===== src/rtl/iobus_arbiter_if.sv =====
// Two-master I/O bus arbiter signal bundle: master request/response side plus peripheral side.
// The arbiter connects through the slave modport and the driving environment through the master modport.
interface iobus_arbiter_if;
    logic        m0_req;
    logic        m1_req;
    logic        m0_wr;
    logic        m1_wr;
    logic [31:0] m0_addr;
    logic [31:0] m1_addr;
    logic [31:0] m0_wdata;
    logic [31:0] m1_wdata;
    logic        m0_gnt;
    logic        m1_gnt;
    logic        m0_done;
    logic        m1_done;
    logic        m0_err;
    logic        m1_err;
    logic [31:0] rdata;
    logic [31:0] iobus_addr;
    logic [31:0] iobus_out;
    logic        iobus_wr;
    logic        iobus_rd;
    logic [31:0] iobus_in;
    logic        iobus_ack;

    modport slave (
        input  m0_req, m1_req, m0_wr, m1_wr, m0_addr, m1_addr, m0_wdata, m1_wdata,
        input  iobus_in, iobus_ack,
        output m0_gnt, m1_gnt, m0_done, m1_done, m0_err, m1_err, rdata,
        output iobus_addr, iobus_out, iobus_wr, iobus_rd
    );

    modport master (
        output m0_req, m1_req, m0_wr, m1_wr, m0_addr, m1_addr, m0_wdata, m1_wdata,
        output iobus_in, iobus_ack,
        input  m0_gnt, m1_gnt, m0_done, m1_done, m0_err, m1_err, rdata,
        input  iobus_addr, iobus_out, iobus_wr, iobus_rd
    );
endinterface


===== src/rtl/iobus_arbiter.sv =====
// Round-robin arbiter granting one of two masters a single I/O bus transaction at a time,
// with a bounded wait for the peripheral acknowledge and a one-cycle done/error pulse.
module iobus_arbiter #(
    parameter int unsigned TIMEOUT = 15
) (
    input  logic            clk,
    input  logic            rst_n,
    iobus_arbiter_if.slave  bus
);
    localparam int unsigned CW = $clog2(TIMEOUT + 1);
    localparam logic [CW-1:0] LAST_CNT = CW'(TIMEOUT - 1);

    typedef enum logic [1:0] {
        IDLE,
        ACCESS,
        DONE
    } state_t;

    state_t        state;
    logic          owner;
    logic          last_owner;
    logic          err_flag;
    logic [CW-1:0] cnt;

    logic          pick;
    logic          sel_wr;
    logic [31:0]   sel_addr;
    logic [31:0]   sel_wdata;

    // Contention goes to the master not served last; a lone requester always wins.
    always_comb begin
        pick = 1'b0;
        if (bus.m0_req && bus.m1_req) begin
            pick = ~last_owner;
        end else begin
            pick = bus.m1_req;
        end
        sel_wr    = pick ? bus.m1_wr    : bus.m0_wr;
        sel_addr  = pick ? bus.m1_addr  : bus.m0_addr;
        sel_wdata = pick ? bus.m1_wdata : bus.m0_wdata;
    end

    always_ff @(posedge clk or negedge rst_n) begin
        if (!rst_n) begin
            state          <= IDLE;
            owner          <= 1'b0;
            last_owner     <= 1'b1;
            err_flag       <= 1'b0;
            cnt            <= '0;
            bus.m0_gnt     <= 1'b0;
            bus.m1_gnt     <= 1'b0;
            bus.m0_done    <= 1'b0;
            bus.m1_done    <= 1'b0;
            bus.m0_err     <= 1'b0;
            bus.m1_err     <= 1'b0;
            bus.rdata      <= '0;
            bus.iobus_addr <= '0;
            bus.iobus_out  <= '0;
            bus.iobus_wr   <= 1'b0;
            bus.iobus_rd   <= 1'b0;
        end else begin
            bus.m0_done <= 1'b0;
            bus.m1_done <= 1'b0;
            bus.m0_err  <= 1'b0;
            bus.m1_err  <= 1'b0;

            unique case (state)
                IDLE: begin
                    if (bus.m0_req || bus.m1_req) begin
                        owner          <= pick;
                        err_flag       <= 1'b0;
                        cnt            <= '0;
                        bus.m0_gnt     <= ~pick;
                        bus.m1_gnt     <= pick;
                        bus.iobus_addr <= sel_addr;
                        bus.iobus_out  <= sel_wdata;
                        bus.iobus_wr   <= sel_wr;
                        bus.iobus_rd   <= ~sel_wr;
                        state          <= ACCESS;
                    end
                end

                ACCESS: begin
                    // An acknowledge on the final allowed cycle still completes cleanly.
                    if (bus.iobus_ack) begin
                        if (bus.iobus_rd) begin
                            bus.rdata <= bus.iobus_in;
                        end
                        bus.m0_gnt   <= 1'b0;
                        bus.m1_gnt   <= 1'b0;
                        bus.iobus_wr <= 1'b0;
                        bus.iobus_rd <= 1'b0;
                        state        <= DONE;
                    end else if (cnt == LAST_CNT) begin
                        bus.rdata    <= '0;
                        err_flag     <= 1'b1;
                        bus.m0_gnt   <= 1'b0;
                        bus.m1_gnt   <= 1'b0;
                        bus.iobus_wr <= 1'b0;
                        bus.iobus_rd <= 1'b0;
                        state        <= DONE;
                    end else begin
                        cnt <= cnt + 1'b1;
                    end
                end

                DONE: begin
                    bus.m0_done <= ~owner;
                    bus.m1_done <= owner;
                    bus.m0_err  <= ~owner & err_flag;
                    bus.m1_err  <= owner & err_flag;
                    last_owner  <= owner;
                    state       <= IDLE;
                end

                default: begin
                    state <= IDLE;
                end
            endcase
        end
    end

    a_one_gnt: assert property (@(posedge clk) disable iff (!rst_n)
        !(bus.m0_gnt && bus.m1_gnt));
    a_one_strobe: assert property (@(posedge clk) disable iff (!rst_n)
        !(bus.iobus_wr && bus.iobus_rd));
    a_one_done: assert property (@(posedge clk) disable iff (!rst_n)
        !(bus.m0_done && bus.m1_done));

endmodule


===== src/flat_wrapper.sv =====
// flat-port wrapper written by rule: the top's interface ports become plain ports
module iobus_arbiter_flat 
#(
    parameter int unsigned TIMEOUT = 15
)
  (clk, rst_n, bus_m0_req, bus_m1_req, bus_m0_wr, bus_m1_wr, bus_m0_addr, bus_m1_addr, bus_m0_wdata, bus_m1_wdata, bus_iobus_in, bus_iobus_ack, bus_m0_gnt, bus_m1_gnt, bus_m0_done, bus_m1_done, bus_m0_err, bus_m1_err, bus_rdata, bus_iobus_addr, bus_iobus_out, bus_iobus_wr, bus_iobus_rd);
  iobus_arbiter_if bus_i ();
  input  logic clk;
  input  logic rst_n;
  input wire logic [$bits(bus_i.m0_req)-1:0] bus_m0_req;
  input wire logic [$bits(bus_i.m1_req)-1:0] bus_m1_req;
  input wire logic [$bits(bus_i.m0_wr)-1:0] bus_m0_wr;
  input wire logic [$bits(bus_i.m1_wr)-1:0] bus_m1_wr;
  input wire logic [$bits(bus_i.m0_addr)-1:0] bus_m0_addr;
  input wire logic [$bits(bus_i.m1_addr)-1:0] bus_m1_addr;
  input wire logic [$bits(bus_i.m0_wdata)-1:0] bus_m0_wdata;
  input wire logic [$bits(bus_i.m1_wdata)-1:0] bus_m1_wdata;
  input wire logic [$bits(bus_i.iobus_in)-1:0] bus_iobus_in;
  input wire logic [$bits(bus_i.iobus_ack)-1:0] bus_iobus_ack;
  output wire logic [$bits(bus_i.m0_gnt)-1:0] bus_m0_gnt;
  output wire logic [$bits(bus_i.m1_gnt)-1:0] bus_m1_gnt;
  output wire logic [$bits(bus_i.m0_done)-1:0] bus_m0_done;
  output wire logic [$bits(bus_i.m1_done)-1:0] bus_m1_done;
  output wire logic [$bits(bus_i.m0_err)-1:0] bus_m0_err;
  output wire logic [$bits(bus_i.m1_err)-1:0] bus_m1_err;
  output wire logic [$bits(bus_i.rdata)-1:0] bus_rdata;
  output wire logic [$bits(bus_i.iobus_addr)-1:0] bus_iobus_addr;
  output wire logic [$bits(bus_i.iobus_out)-1:0] bus_iobus_out;
  output wire logic [$bits(bus_i.iobus_wr)-1:0] bus_iobus_wr;
  output wire logic [$bits(bus_i.iobus_rd)-1:0] bus_iobus_rd;
  assign bus_i.m0_req = bus_m0_req;
  assign bus_i.m1_req = bus_m1_req;
  assign bus_i.m0_wr = bus_m0_wr;
  assign bus_i.m1_wr = bus_m1_wr;
  assign bus_i.m0_addr = bus_m0_addr;
  assign bus_i.m1_addr = bus_m1_addr;
  assign bus_i.m0_wdata = bus_m0_wdata;
  assign bus_i.m1_wdata = bus_m1_wdata;
  assign bus_i.iobus_in = bus_iobus_in;
  assign bus_i.iobus_ack = bus_iobus_ack;
  assign bus_m0_gnt = bus_i.m0_gnt;
  assign bus_m1_gnt = bus_i.m1_gnt;
  assign bus_m0_done = bus_i.m0_done;
  assign bus_m1_done = bus_i.m1_done;
  assign bus_m0_err = bus_i.m0_err;
  assign bus_m1_err = bus_i.m1_err;
  assign bus_rdata = bus_i.rdata;
  assign bus_iobus_addr = bus_i.iobus_addr;
  assign bus_iobus_out = bus_i.iobus_out;
  assign bus_iobus_wr = bus_i.iobus_wr;
  assign bus_iobus_rd = bus_i.iobus_rd;
  iobus_arbiter #(.TIMEOUT(TIMEOUT)) u_core (.clk(clk), .rst_n(rst_n), .bus(bus_i));
endmodule

===== config.mk =====
export PLATFORM = sky130hd
export DESIGN_NAME = iobus_arbiter_flat
export DESIGN_NICKNAME = d
export VERILOG_FILES = /design/src/rtl/iobus_arbiter_if.sv /design/src/rtl/iobus_arbiter.sv /design/src/flat_wrapper.sv
export SDC_FILE = /design/constraint.sdc
export NUM_CORES = 1
export LEC_CHECK = 0
export ABC_CLOCK_PERIOD_IN_PS = 2300
export BUFFER_PORTS_ARGS = -buffer_cell sky130_fd_sc_hd__buf_2
export CORE_AREA = 3 3 122 94
export CTS_CLUSTER_DIAMETER = 60
export DETAILED_ROUTE_END_ITERATION = 6
export DIE_AREA = 0 0 125 97
export PLACE_DENSITY_LB_ADDON = 0.1
export SLEW_MARGIN = 20
export SYNTH_ARGS = -nofsm -noshare
export SYNTH_HDL_FRONTEND = slang
export SYNTH_SLANG_ARGS = --single-unit

===== constraint.sdc =====
create_clock -name clk -period 2.3 [get_ports clk]
set_input_delay 0.575 -clock clk [delete_from_list [all_inputs] [get_ports clk]]
set_output_delay 0.575 -clock clk [all_outputs]
set_load 0.01 [all_outputs]

==> reports/summary.json <==
{
  "clock_insertion_delay_at_the_later_pin_of_the_skew_report": {"value": 0.41, "unit": "ns"},
  "setup.worst_path.end_class": {"value": "flop"},
  "route.vias.total": {"value": 4400},
  "antenna_left": {"value": 0},
  "leakage": {"value": 3.70, "unit": "nW"},
  "initial_core_util": {"value": 47.9, "unit": "%"},
  "worst-endpoint-arrival": {"value": 2.09, "unit": "ns"},
  "ys.flop_type": {"value": "dfrtp_1"},
  "design.core.area": {"value": 10300, "unit": "sq um"},
  "final-max-slew-violation-count": {"value": 0},
  "layout_worst_path_cycle_share": {"value": 78.1, "unit": "%"},
  "timing.final.ws_setup": {"value": 0.503, "unit": "ns"},
  "via_density": {"value": 5.26},
  "regToRegSetupSlack": {"value": 0.50, "unit": "ns"},
  "critPathTopFamily": {"value": "simple AND/OR/NAND/NOR gates"},
  "critical-path-slowest-cell": {"value": "or2_2"},
  "clkSinkCount": {"value": 113},
  "drt_pass_1_iters": {"value": 4},
  "area_delta_synth_final": {"value": 43.3, "unit": "%"},
  "vdd_ir_drop_max": {"value": 669, "unit": "uV"},
  "timing_hold_violations_final": {"value": 0},
  "slew-limit-headroom": {"value": 52.7, "unit": "%"},
  "finalCriticalPeriod": {"value": 1.80, "unit": "ns"},
  "final_area": {"value": 7090, "unit": "sq um"},
  "crit_path_largest_cell_delay": {"value": 0.47, "unit": "ns"},
  "grt_first_pass_wirelength": {"value": 22000, "unit": "um"},
  "wirelength": {"value": 14000, "unit": "um"},
  "die_height": {"value": 97, "unit": "um"},
  "post_place_instance_area": {"value": 6450, "unit": "sq um"},
  "post_synth_num_cell_types": {"value": 36},
  "yosys-top-cells-count": {"value": "o21ai_0, dfrtp_1, mux2i_1"},
  "rsz_0062_raised_after_global_routing": {"value": "no"},
  "globalRoute.totalOverflow": {"value": 0},
  "worst_setup_path_start_kind": {"value": "flop"},
  "cts-buffers-inserted": {"value": 17},
  "global_route.usage.total": {"value": 22.4, "unit": "%"},
  "drc": {"value": 0},
  "clock_skew": {"value": 0.00826, "unit": "ns"},
  "preCtsSetupSlack": {"value": 0.261, "unit": "ns"},
  "finalSetupTns": {"value": 0, "unit": "ns"},
  "gpl.final_weighted_congestion": {"value": 0.812},
  "synthesis.yosys.warnings": {"value": 0},
  "detailedRoute.firstIterationViolations": {"value": 224},
  "post_drt_wl_per_cell": {"value": 16.7, "unit": "um"},
  "finalNetCount": {"value": 857},
  "clock-root-buffer": {"value": "clkbuf_16"},
  "port_buffers": {"value": 270},
  "required": {"value": 2.59, "unit": "ns"},
  "number_of_enable_flip_flop_cells_after_synthesis": {"value": 0},
  "timing.final.setup_violations": {"value": 0},
  "clk_transition_reported_paths": {"value": 0.06, "unit": "ns"},
  "ys_top_cells_by_area": {"value": "dfrtp_1, mux2i_1, o21ai_0, a22o_1, clkbuf_1"},
  "path_max_fanout": {"value": 32},
  "ant_cells": {"value": 0},
  "synthesized_netlist_cell_count": {"value": 423},
  "number_of_synthesized_register_bits": {"value": 113},
  "cts_tree": {"value": "done"},
  "power-per-cell-area": {"value": 1360, "unit": "nW/um^2"},
  "worst_margin_pin_slew": {"value": 0.708, "unit": "ns"},
  "h-tree-depth": {"value": 4},
  "dp.final_hpwl": {"value": 9990, "unit": "um"},
  "post-synth-top-area-cell": {"value": "dfrtp_1"},
  "total_power": {"value": 9.63, "unit": "mW"},
  "yosys.cell_count.top_type": {"value": "o21ai_0"},
  "post_synth.cell_area_avg": {"value": 11.7, "unit": "sq um"},
  "status": {"value": "complete, no violations"},
  "cts_hold_repair.buffers": {"value": 0},
  "grt_antenna_before_repair": {"value": 0},
  "highest_achievable_clock_rate": {"value": 0.556, "unit": "GHz"},
  "ys_async_sr_fraction": {"value": 100, "unit": "%"},
  "layout-drive-gt1-share": {"value": 47.6, "unit": "%"},
  "clockBufferDepth": {"value": 2},
  "portion_of_synthesized_cell_area_occupied_by_the_leading_cell_type": {"value": 56.7, "unit": "%"},
  "post-cts-setup-buffer-count": {"value": 0},
  "design.portCount": {"value": 271},
  "vias_in_the_first_global_route": {"value": 4457},
  "worst-path-buf-inv": {"value": 1},
  "design.die.area": {"value": 12100, "unit": "sq um"},
  "critical_path_class": {"value": "flop to flop"},
  "maximum_number_of_pins_on_one_net_before_global_route_repair": {"value": 53},
  "cap_viol_max_count": {"value": 0},
  "synth_seq_area_share": {"value": 57.2, "unit": "%"},
  "min-delay-path-class": {"value": "primary input to asynchronous set/reset pin"},
  "cp_cell_sequence": {"value": "or2_2 -> or2_4 -> buf_4 -> a31o_2"},
  "syn_area": {"value": 4940, "unit": "sq um"},
  "dieWidth": {"value": 125, "unit": "um"},
  "cts_resized": {"value": 0},
  "synth.net_count": {"value": 592},
  "row_count": {"value": 32}
}
[layer usage]
layer / up-vias / track usage (%) / part of all wire [%]
li1: 2089 / - / -
met1: 2101 / 26.9 / 39
met2: 189 / 37.6 / 51
met3: 21 / 6.46 / 7.4
met4: 0 / 10.2 / 2.1
met5: - / 0 / 0
[logic make-up (layout without fill, tap and decap cells)]
group | Yosys count | in the layout | synth area share, %
compound gates | 179 | 179 | 22.2
fa+ha+maj | 2 | 2 | 0.506
buf+inv | 40 | 318 | 4.00
flops | 113 | 113 | 57.2
mux | 67 | 67 | 13.6
simple gates | 22 | 22 | 2.48
[worst reg2reg max path: stages, from the launching register on]
cell	delay, ns
dfrtp_1	0.40
or2_2	0.47
or2_4	0.31
buf_4	0.24
a31o_2	0.27
[registers in the layout, indices dropped and copies added, names as in the netlist]
register,cells
u_core.bus.m0_err,1
u_core.bus.m1_done,1
u_core.bus.iobus_out,32
u_core.bus.m0_gnt,1
u_core.last_owner,1
u_core.bus.iobus_rd,1
u_core.bus.iobus_addr,32
u_core.owner,1
u_core.err_flag,1
u_core.bus.iobus_wr,1
u_core.bus.m1_err,1
u_core.state,2
u_core.bus.m1_gnt,1
u_core.bus.m0_done,1
u_core.cnt,4
u_core.bus.rdata,32
[metrics by stage]
| stage | instances | utilization, % | hold WS, ns |
|---|---|---|---|
| 4_1_cts | 837 | 68.5 | 0.164 |
| 3_3_place_gp | 805 | 62.4 | 0.445 |
| 6_report | 837 | 68.6 | 0.156 |
| 3_5_place_dp | 805 | 62.4 | 0.451 |
| 5_1_grt | 837 | 68.6 | 0.180 |
| 2_1_floorplan | 423 | - | 0.279 |
[power by group]
group	internal, mW	total, mW	switching (mW)	leakage [nW]
logic	1.48	3.43	1.95	1.97
registers	2.93	3.42	0.498	1.43
clock network	1.82	2.77	0.950	0.300
total	6.23	9.63	3.40	3.70
[cell usage in the layout, fill, tap and decap left out, drive strengths merged, types with 4 or more instances in the layout]
cell	count
nor2	6
buf	282
dfrtp	112
bufinv	4
inv	7
nand2b	4
o21ai	133
mux2i	66
a22o	32
clkbuf	17
clkinv	5
[cell type report]
class                           count  area [sq um]
Sequential cell                   113          2830
Inverter                            4          15.0
Fill cell                         812          3240
Multi-Input combinational cell    270          1940
Clock buffer                       17           425
Timing Repair Buffer              282          1490
Clock inverter                     15           209
Tap cell                          136           170
[path summary, 6_finish.rpt]
path	depth (start not counted)	from	to
max reg2reg	4	u_core.state[0]	u_core.cnt[2]
min reg2reg	1	u_core.owner	u_core.bus.m0_done
max in group asynchronous	2	rst_n	u_core.bus.iobus_out[31]
min	1	rst_n	u_core.bus.iobus_addr[11]
min in group clk	2	bus_iobus_in[14]	u_core.bus.rdata[14]
max	4	u_core.state[0]	u_core.cnt[2]
No activity file was read; power rests on OpenSTA's default activity.
